[config.mk]
export PLATFORM = sky130hd
export DESIGN_NAME = core_run_ctrl
export DESIGN_NICKNAME = d
export VERILOG_FILES = /design/src/rtl/core_run_ctrl_pkg.sv /design/src/rtl/core_run_ctrl_load_word_assembler.sv /design/src/rtl/core_run_ctrl.sv
export SDC_FILE = /design/constraint.sdc
export NUM_CORES = 1
export LEC_CHECK = 0
export BUFFER_PORTS_ARGS = -buffer_cell sky130_fd_sc_hd__buf_2
export CAP_MARGIN = 20
export CORE_AREA = 2 2 126 153
export CTS_BUF_LIST = sky130_fd_sc_hd__clkbuf_2 sky130_fd_sc_hd__clkbuf_4 sky130_fd_sc_hd__clkbuf_8
export DETAILED_ROUTE_END_ITERATION = 6
export DIE_AREA = 0 0 128 155
export PLACE_DENSITY_LB_ADDON = 0.25
export SLEW_MARGIN = 20
export SYNTH_ARGS = -nofsm -noshare
export SYNTH_HDL_FRONTEND = slang
export SYNTH_SLANG_ARGS = --single-unit
[constraint.sdc]
create_clock -name clk -period 3.07 [get_ports clk]
set_input_delay 0.307 -clock clk [delete_from_list [all_inputs] [get_ports clk]]
set_output_delay 0.307 -clock clk [all_outputs]
set_load 0.03 [all_outputs]
[src/rtl/core_run_ctrl_pkg.sv]
// core_run_ctrl_pkg: state encodings and loader framing constants for the run/debug sequencer.
package core_run_ctrl_pkg;
  typedef enum logic [2:0] {
    IDLE      = 3'd0,
    LOAD_HDR  = 3'd1,
    LOAD_DATA = 3'd2,
    RUN       = 3'd3,
    STEP      = 3'd4,
    HALT      = 3'd5
  } state_t;
  localparam int HDR_BYTES = 2;
  localparam int BYTES_PER_WORD = 4;
endpackage

[src/rtl/core_run_ctrl_load_word_assembler.sv]
// load_word_assembler: packs little-endian loader bytes into words and issues one write per in-range word.
module load_word_assembler import core_run_ctrl_pkg::*; #(
  parameter int ROM_ADDR_WIDTH = 8
) (
  input  logic                      clk,
  input  logic                      rst,
  input  logic                      clear,
  input  logic                      take,
  input  logic [7:0]                byte_data,
  output logic                      word_accept,
  output logic [15:0]               word_idx,
  output logic                      word_done,
  output logic [ROM_ADDR_WIDTH-1:0] addr,
  output logic [31:0]               data,
  output logic                      overflow
);
  logic [1:0] cnt_q, cnt_d;
  logic [31:0] shift_q, shift_d, data_q, data_d;
  logic [15:0] idx_q, idx_d;
  logic [ROM_ADDR_WIDTH-1:0] addr_q, addr_d;
  logic done_q, done_d, ovf_q, ovf_d, fits;
  always_comb begin
    word_accept = take && cnt_q == 2'(BYTES_PER_WORD - 1);
    fits = (idx_q >> ROM_ADDR_WIDTH) == 16'd0;
    cnt_d = clear ? 2'd0 : take ? cnt_q + 2'd1 : cnt_q;
    shift_d = clear ? 32'd0 : take ? {byte_data, shift_q[31:8]} : shift_q;
    idx_d = clear ? 16'd0 : word_accept ? idx_q + 16'd1 : idx_q;
    done_d = word_accept && fits;
    ovf_d = word_accept && !fits;
    addr_d = done_d ? idx_q[ROM_ADDR_WIDTH-1:0] : addr_q;
    data_d = done_d ? {byte_data, shift_q[31:8]} : data_q;
  end
  always_ff @(posedge clk or negedge rst)
    if (!rst) begin
      cnt_q <= '0;
      shift_q <= '0;
      idx_q <= '0;
      done_q <= 1'b0;
      ovf_q <= 1'b0;
      addr_q <= '0;
      data_q <= '0;
    end else begin
      cnt_q <= cnt_d;
      shift_q <= shift_d;
      idx_q <= idx_d;
      done_q <= done_d;
      ovf_q <= ovf_d;
      addr_q <= addr_d;
      data_q <= data_d;
    end
  assign word_idx = idx_q;
  assign word_done = done_q;
  assign addr = addr_q;
  assign data = data_q;
  assign overflow = ovf_q;
endmodule

[src/rtl/core_run_ctrl.sv]
// core_run_ctrl: loads a program into text memory, then runs/halts/steps/breakpoints the core.
module core_run_ctrl import core_run_ctrl_pkg::*; #(
  parameter int ROM_ADDR_WIDTH = 8,
  parameter int CYC_WIDTH = 32
) (
  input  logic                      clk,
  input  logic                      rst,
  input  logic                      load_start,
  input  logic                      byte_valid,
  input  logic [7:0]                byte_data,
  output logic                      byte_ready,
  input  logic                      run_cmd,
  input  logic                      halt_cmd,
  input  logic                      step_cmd,
  input  logic                      bp_en,
  input  logic [31:0]               bp_addr,
  input  logic [31:0]               core_pc,
  output logic                      core_rst,
  output logic                      core_clk_en,
  output logic                      imem_we,
  output logic [ROM_ADDR_WIDTH-1:0] imem_addr,
  output logic [31:0]               imem_wdata,
  output logic [2:0]                state,
  output logic [CYC_WIDTH-1:0]      cycle_count,
  output logic                      load_err
);
  state_t state_q, state_d;
  logic hdr_cnt_q, hdr_cnt_d, skip_q, skip_d, err_q, err_d;
  logic [15:0] n_q, n_d, word_idx;
  logic [CYC_WIDTH-1:0] cyc_q, cyc_d;
  logic xfer, bp_hit, set_skip, enter_data, word_accept, overflow;
  load_word_assembler #(.ROM_ADDR_WIDTH(ROM_ADDR_WIDTH)) u_asm (
    .clk(clk),
    .rst(rst),
    .clear(state_q != LOAD_DATA),
    .take(state_q == LOAD_DATA && byte_valid),
    .byte_data(byte_data),
    .word_accept(word_accept),
    .word_idx(word_idx),
    .word_done(imem_we),
    .addr(imem_addr),
    .data(imem_wdata),
    .overflow(overflow)
  );
  always_comb begin
    state_d = state_q;
    set_skip = 1'b0;
    byte_ready = state_q == LOAD_HDR || state_q == LOAD_DATA;
    core_rst = state_q == IDLE || byte_ready;
    xfer = byte_valid && byte_ready;
    bp_hit = state_q == RUN && bp_en && core_pc == bp_addr && !skip_q;
    core_clk_en = state_q == STEP || (state_q == RUN && !bp_hit);
    hdr_cnt_d = (state_q == LOAD_HDR && xfer) ? ~hdr_cnt_q : hdr_cnt_q;
    n_d = (state_q == LOAD_HDR && xfer) ? (hdr_cnt_q ? {byte_data, n_q[7:0]} : {8'd0, byte_data}) : n_q;
    case (state_q)
      IDLE, HALT:
        if (halt_cmd) state_d = state_q;
        else if (load_start) state_d = LOAD_HDR;
        else if (step_cmd) state_d = STEP;
        else if (run_cmd) begin
          state_d = RUN;
          set_skip = state_q == HALT;
        end
      LOAD_HDR:
        if (xfer && hdr_cnt_q == 1'(HDR_BYTES - 1)) state_d = n_d == 16'd0 ? IDLE : LOAD_DATA;
      LOAD_DATA:
        if (word_accept && word_idx == n_q - 16'd1) state_d = IDLE;
      RUN:
        if (halt_cmd || bp_hit) state_d = HALT;
      STEP:
        state_d = HALT;
      default:
        state_d = IDLE;
    endcase
    enter_data = state_q == LOAD_HDR && state_d == LOAD_DATA;
    cyc_d = enter_data ? '0 : (core_clk_en && !(&cyc_q)) ? cyc_q + 1'b1 : cyc_q;
    err_d = enter_data ? 1'b0 : overflow ? 1'b1 : err_q;
    // Resuming from a breakpoint must let exactly that instruction through once.
    skip_d = set_skip ? 1'b1 : core_clk_en ? 1'b0 : skip_q;
  end
  always_ff @(posedge clk or negedge rst)
    if (!rst) begin
      state_q <= IDLE;
      hdr_cnt_q <= 1'b0;
      n_q <= '0;
      skip_q <= 1'b0;
      err_q <= 1'b0;
      cyc_q <= '0;
    end else begin
      state_q <= state_d;
      hdr_cnt_q <= hdr_cnt_d;
      n_q <= n_d;
      skip_q <= skip_d;
      err_q <= err_d;
      cyc_q <= cyc_d;
    end
  assign state = state_q;
  assign cycle_count = cyc_q;
  assign load_err = err_q;
endmodule

==> results.ini, run 1 <==
[power]
powerDensity_nw_per_um2 = 581.1
p_comb_frac = 0.286
p_seq_frac = 0.427
pwr-share-clk = 0.288
power_switching_mw = 1.916
leakagePower_nw = 4.320
swShare = 0.3785
vdd_drop_max_v = 0.0002878
p_int_mw = 3.147

[yosys]
yosysWarnings = 0
avgSynthCellArea_um2 = 9.185
synth_area_um2 = 7219
synth_edf_count = 0
async_flop_share = 1.000
seq_area_frac_synth = 0.4783
synth_fp_nets = 870
ys_ff_latch = 138
synth_cells = 786
netlist-cell-type-count = 59
synthFlopType = dfrtp_1

[timing]
fmax_ghz = 0.3626
fin_skew_ns = 0.01384
timing.final.ws_setup_ns = 0.3125
period_minus_slack_ns = 2.758
setup_viol = 0
setup_tns_ns = 0
holdWs_ns = 0.1283
hold_violations = 0
drv_slew = 0
fin_crit_sh = 0.8982
relSlewSlack = 0.5094
grt_setup_unrepaired = false
tightest_slew_ns = 0.7348

[floorplanning]
pin_count = 160
die_h_um = 155
core_region_area_um2 = 18440
start_util = 0.3915
num_rows = 55
die_w_um = 128
dieArea_um2 = 19840

[global_route]
grt-busiest-layer = met2
antenna_found_initial = 0
grt_pass1_wl_mm = 30.89
grt-ovfl-total = 0
grtUsageTotal = 0.1935
groute.layer.met1.usage = 0.2547
grtUsageMet3 = 0.03783
use_met2 = 0.3175
first_global_vias = 6074
grt_max_degree = 87

[place]
dpl-instance-area_um2 = 8272
port_buffers = 159
dp_hpwl_mm = 12.90
gp_congestion = 0.8135
dp_slack_ns = 0.4764

[setup_path]
worstSetupEndpoint = core_clk_en
critPathLaunchType = register
crit_start = state[2]$_DFF_PN0_
r2r-start = cycle_count[14]$_DFFE_PN0P_
r2r_cells = 7
cp.arrival_ns = 2.45
crit_fanout = 8
cp.required_ns = 2.76
r2r_end = cycle_count[5]$_DFFE_PN0P_
endpoint_kind = primary output
critical_path_class = reg -> out
ff2ff_setup_slack_ns = 0.49

[detailed_routing]
drc_errors = 0
ant_nets = 0
wl_per_cell_um = 15.55
vias_per_cell = 5.211
drt_iter0_drc = 281
routed_wl_mm = 18.43
vias = 6175
dr.pass1.iters = 4

[clock_tree]
path_clk_slew_ns = 0.09
cts_buffers = 17
post_cts_resized = 0
cts_sinks = 138
cts_tree = done
htree_levels = 4
clock_latency_ns = 0.45
root_buffer = clkbuf_8
clock_path_buffers = 2

[finish]
layout-drive-gt1-share = 0.2476
final_util = 0.4724
areaGrowthSynthToFinish_pct = 20.68
finish.instance_area_um2 = 8712
diodes = 0
nets = 1028

[status]
status = finished clean

[job]
cap_viol_max_count = 0

[worst_hold_path]
hp-class = in -> reg

cells in the mapped netlist, types with 2 or more instances:
cell / instances / area share
nor2_1: 69 / 0.036
a31oi_1: 2 / 0.0017
or4_1: 22 / 0.023
nand3b_1: 2 / 0.0021
buf_4: 3 / 0.0031
xnor2_1: 15 / 0.018
nor2b_1: 4 / 0.0035
xor2_1: 52 / 0.063
nand2b_1: 7 / 0.0061
nor4_1: 16 / 0.014
and4_1: 5 / 0.0061
mux2_2: 8 / 0.012
inv_2: 3 / 0.0016
nand4b_1: 2 / 0.0024
clkbuf_1: 28 / 0.015
o22ai_1: 2 / 0.0017
nor4_2: 2 / 0.0035
o21ai_1: 4 / 0.0028
a21oi_1: 36 / 0.025
nor3_1: 12 / 0.0083
dfrtp_1: 138 / 0.48
ha_1: 4 / 0.0069
buf_2: 7 / 0.0049
nand3_1: 27 / 0.019
o21ai_0: 14 / 0.0097
o31ai_1: 21 / 0.022
and2_1: 2 / 0.0017
and3_1: 7 / 0.0061
mux2i_1: 35 / 0.049
or4_4: 2 / 0.0031
nand2_1: 162 / 0.084
nor3b_1: 2 / 0.0021
nand4_1: 21 / 0.018
inv_1: 15 / 0.0078
or3_1: 6 / 0.0052
buf_1: 5 / 0.0026
nor4b_1: 2 / 0.0024
power by group through the flow:
stage          Combinational [mW]  Sequential [mW]  Clock (mW)
2_1_floorplan               0.972             2.18           0
3_5_place_dp                 1.40             2.20           0
6_report                     1.45             2.16        1.46
3_3_place_gp                 1.38             2.19           0
4_1_cts                      1.41             2.16        1.51
5_1_grt                      1.61             2.19        1.58
how the worst min path moves through the flow:
stage | startpoint | endpoint | cells past startpoint | slack [ns]
finish | byte_data[4] | u_asm.data[28]$_DFFE_PN0P_ | 3 | 0.13
global route | byte_data[2] | u_asm.data[26]$_DFFE_PN0P_ | 3 | 0.13
CTS | byte_data[4] | u_asm.data[28]$_DFFE_PN0P_ | 3 | 0.09
detailed placement | rst | cycle_count[20]$_DFFE_PN0P_ | 1 | 0.31
global placement | rst | cycle_count[20]$_DFFE_PN0P_ | 1 | 0.31
floorplan | rst | cycle_count[0]$_DFFE_PN0P_ | 0 | 0.01
registers in the layout (all words and copies together), names as in the netlist:
signal / flops
n_q: 16
u_asm.shift_q: 24
skip_q: 1
u_asm.word_idx: 16
u_asm.overflow: 1
state: 3
cycle_count: 32
u_asm.data: 32
u_asm.word_done: 1
u_asm.cnt_q: 2
hdr_cnt_q: 1
load_err: 1
u_asm.addr: 8
metrics by stage:
step | power (mW) | cells
after floorplan | 3.152 | 786
after global placement | 3.571 | 1146
after detailed placement | 3.596 | 1146
after CTS | 5.077 | 1179
after global routing | 5.381 | 1185
final | 5.063 | 1185
cell families after synthesis:
family,after synthesis,synth area share
fa+ha+maj,4,0.006933
mux,45,0.06465
flops,138,0.4783
xor+xnor,67,0.08128
compound gates,89,0.07487
buf+inv,61,0.03449
simple gates,382,0.2594
layout make-up:
type	instances	area (um^2)
Inverter	18	67.56
Fill cell	1821	9731
Multi-Input combinational cell	587	3531
Sequential cell	138	3453
Timing Repair Buffer	182	989.7
Clock inverter	15	151.4
Tap cell	228	285.3
Clock buffer	17	234.0
worst max-delay path, cell delays in order, from the launching register on:
cell and delay [ns]:
dfrtp_1 0.38, nand3b_1 0.19, nor4_1 0.27, nand4_1 0.13, or3_1 0.44, a21oi_4 0.28, inv_2 0.11, buf_2 0.20
what timing repair did:
item | 4_1_cts | 5_1_grt
buffers inserted | 0 | 6
hold buffers | 1 | 0
setup endpoints to repair | 0 | 1
hold endpoints to repair | 52 | 0
layer usage:
metal / vias up / share of wire / routed length [um]
li1: 3046 / - / -
met4: 0 / 0.020 / 363
met2: 143 / 0.48 / 8933
met5: - / 0 / 0
met1: 2966 / 0.45 / 8374
met3: 20 / 0.041 / 755
placed cells by master, fill, tap and decap left out, types with 17 or more instances in the layout:
master and instances:
nand2_1 162, buf_2 158, dfrtp_1 138, nor2_1 69, xor2_1 52, a21oi_1 36
mux2i_1 35, nand3_1 27, or4_1 22, nand4_1 21, o31ai_1 21, buf_4 21
clkbuf_8 17
Note: power is estimated with default switching activity, not from simulation.
==> inputs of run 2 (changes only) <==
--- a/config.mk
+++ b/config.mk
@@ -11,8 +11,9 @@
 export CTS_BUF_LIST = sky130_fd_sc_hd__clkbuf_2 sky130_fd_sc_hd__clkbuf_4 sky130_fd_sc_hd__clkbuf_8
 export DETAILED_ROUTE_END_ITERATION = 6
 export DIE_AREA = 0 0 128 155
+export MAX_ROUTING_LAYER = met4
 export PLACE_DENSITY_LB_ADDON = 0.25
-export SLEW_MARGIN = 20
+export SLEW_MARGIN = 0
 export SYNTH_ARGS = -nofsm -noshare
 export SYNTH_HDL_FRONTEND = slang
 export SYNTH_SLANG_ARGS = --single-unit
==> run 2 against run 1 <==
Net effect:
- flip-flop and latch count did not move
- worst hold slack got worse by 0.0018 ns
- core utilization did not move
- largest cell class unchanged
- sequential share of layout area did not move
- global-route usage up 0.56 points
- final area unchanged
==> results.ini, run 2 (synthesis gave the netlist of run 1 again) <==
[status]
status = finished clean

[global_route]
grtUsageTotal = 0.1991
grt_pass1_wl_mm = 30.90
grt_max_degree = 87
antenna_found_initial = 0
first_global_vias = 6080
grt-ovfl-total = 0

[finish]
seq_area_um2 = 3453
stdcell_count = 1185
fill_cells = 1821
layout_commonest_cell = nand2_1
diodes = 0
multi_input_area_um2 = 3531
final_util = 0.4724
layout-drive-gt1-share = 0.2476
nets = 1028
areaGrowthSynthToFinish_pct = 20.68
layout_common_cells = nand2_1, buf_2, dfrtp_1
finish.instance_area_um2 = 8712

[setup_path]
worstSetupEndpoint = core_clk_en
crit_fanout = 8
crit_start = state[2]$_DFF_PN0_
critical_path_class = reg -> out
r2r-start = cycle_count[14]$_DFFE_PN0P_
critPathLaunchType = register
endpoint_kind = primary output
cp.required_ns = 2.76
cp.arrival_ns = 2.45
r2r_end = cycle_count[8]$_DFFE_PN0P_
r2r_cells = 7
ff2ff_setup_slack_ns = 0.50

[timing]
fmax_ghz = 0.3623
relSlewSlack = 0.5047
setup_viol = 0
hold_violations = 0
drv_slew = 0
timing.final.ws_setup_ns = 0.3096
period_minus_slack_ns = 2.760
holdWs_ns = 0.1266
fin_skew_ns = 0.01407
grt_setup_unrepaired = false
fin_crit_sh = 0.8991
setup_tns_ns = 0
tightest_slew_ns = 0.7418

[floorplanning]
die_h_um = 155
core_region_area_um2 = 18440
pin_count = 160
dieArea_um2 = 19840
start_util = 0.3915
die_w_um = 128
num_rows = 55

[detailed_routing]
dr.pass1.iters = 6
wl_per_cell_um = 15.54
drt_iter0_drc = 332
vias = 6184
vias_per_cell = 5.219
routed_wl_mm = 18.41
drc_errors = 0
ant_nets = 0

[place]
dp_hpwl_mm = 12.90
port_buffers = 159
placed_cells = 1146
gp_congestion = 0.8256
dpl-instance-area_um2 = 8272
dp_slack_ns = 0.4764

[clock_tree]
htree_levels = 4
cts_tree = done
clock_path_buffers = 2
clock_latency_ns = 0.45
path_clk_slew_ns = 0.09
cts_buffers = 17
cts_sinks = 138
root_buffer = clkbuf_8

[power]
powerDensity_nw_per_um2 = 581.2
totalPowerFinal_mw = 5.064
leakagePower_nw = 4.320
vdd_drop_max_v = 0.0002866

[job]
cap_viol_max_count = 0

[worst_hold_path]
hp-class = in -> reg

## run 2: cell counts in the layout (fill, tap and decap cells not counted)
Identical to the previous run, type by type.
## run 2: routing by layer
layer	vias up	wire length [um]	global-route usage
met2	143	8877	0.3175
met4	0	378	0.07064
met1	2971	8470	0.2563
met3	24	686	0.03508
li1	3046	-	-
met5	-	0	-
## run 2: what timing repair did
| action | 4_1_cts | 5_1_grt |
|---|---|---|
| resized for setup | 0 | 0 |
| setup buffers | 0 | 6 |
| hold buffers | 1 | 0 |
| setup endpoints to repair | 0 | 1 |
| hold endpoints to repair | 52 | 0 |
## run 2: worst min-delay path by stage
stage | start | to | slack, ns | cells past startpoint
after detailed placement | rst | cycle_count[20]$_DFFE_PN0P_ | 0.31 | 1
after floorplan | rst | cycle_count[0]$_DFFE_PN0P_ | 0.01 | 0
after global routing | byte_data[2] | u_asm.data[26]$_DFFE_PN0P_ | 0.13 | 3
final | byte_data[2] | u_asm.data[26]$_DFFE_PN0P_ | 0.13 | 3
after global placement | rst | cycle_count[20]$_DFFE_PN0P_ | 0.31 | 1
after CTS | byte_data[4] | u_asm.data[28]$_DFFE_PN0P_ | 0.09 | 3
## run 2: worst max-delay path: stages (launching register included)
cell and delay, ns:
dfrtp_1 0.38, nand3b_1 0.19, nor4_1 0.27, nand4_1 0.13, or3_1 0.44, a21oi_4 0.28, inv_2 0.11, buf_2 0.20
## run 2: power breakdown
group,internal [mW],switching (mW)
logic,0.583,0.868
registers,1.96,0.203
clock network,0.608,0.845
## run 2: area by class of cell
type,instances,area share
inverters,18,0.007755
clock buffers,17,0.02686
repair buffers,182,0.1136
multi-input cells,587,0.4053
well taps,228,0.03274
flip-flops and latches,138,0.3964
clock inverters,15,0.01738
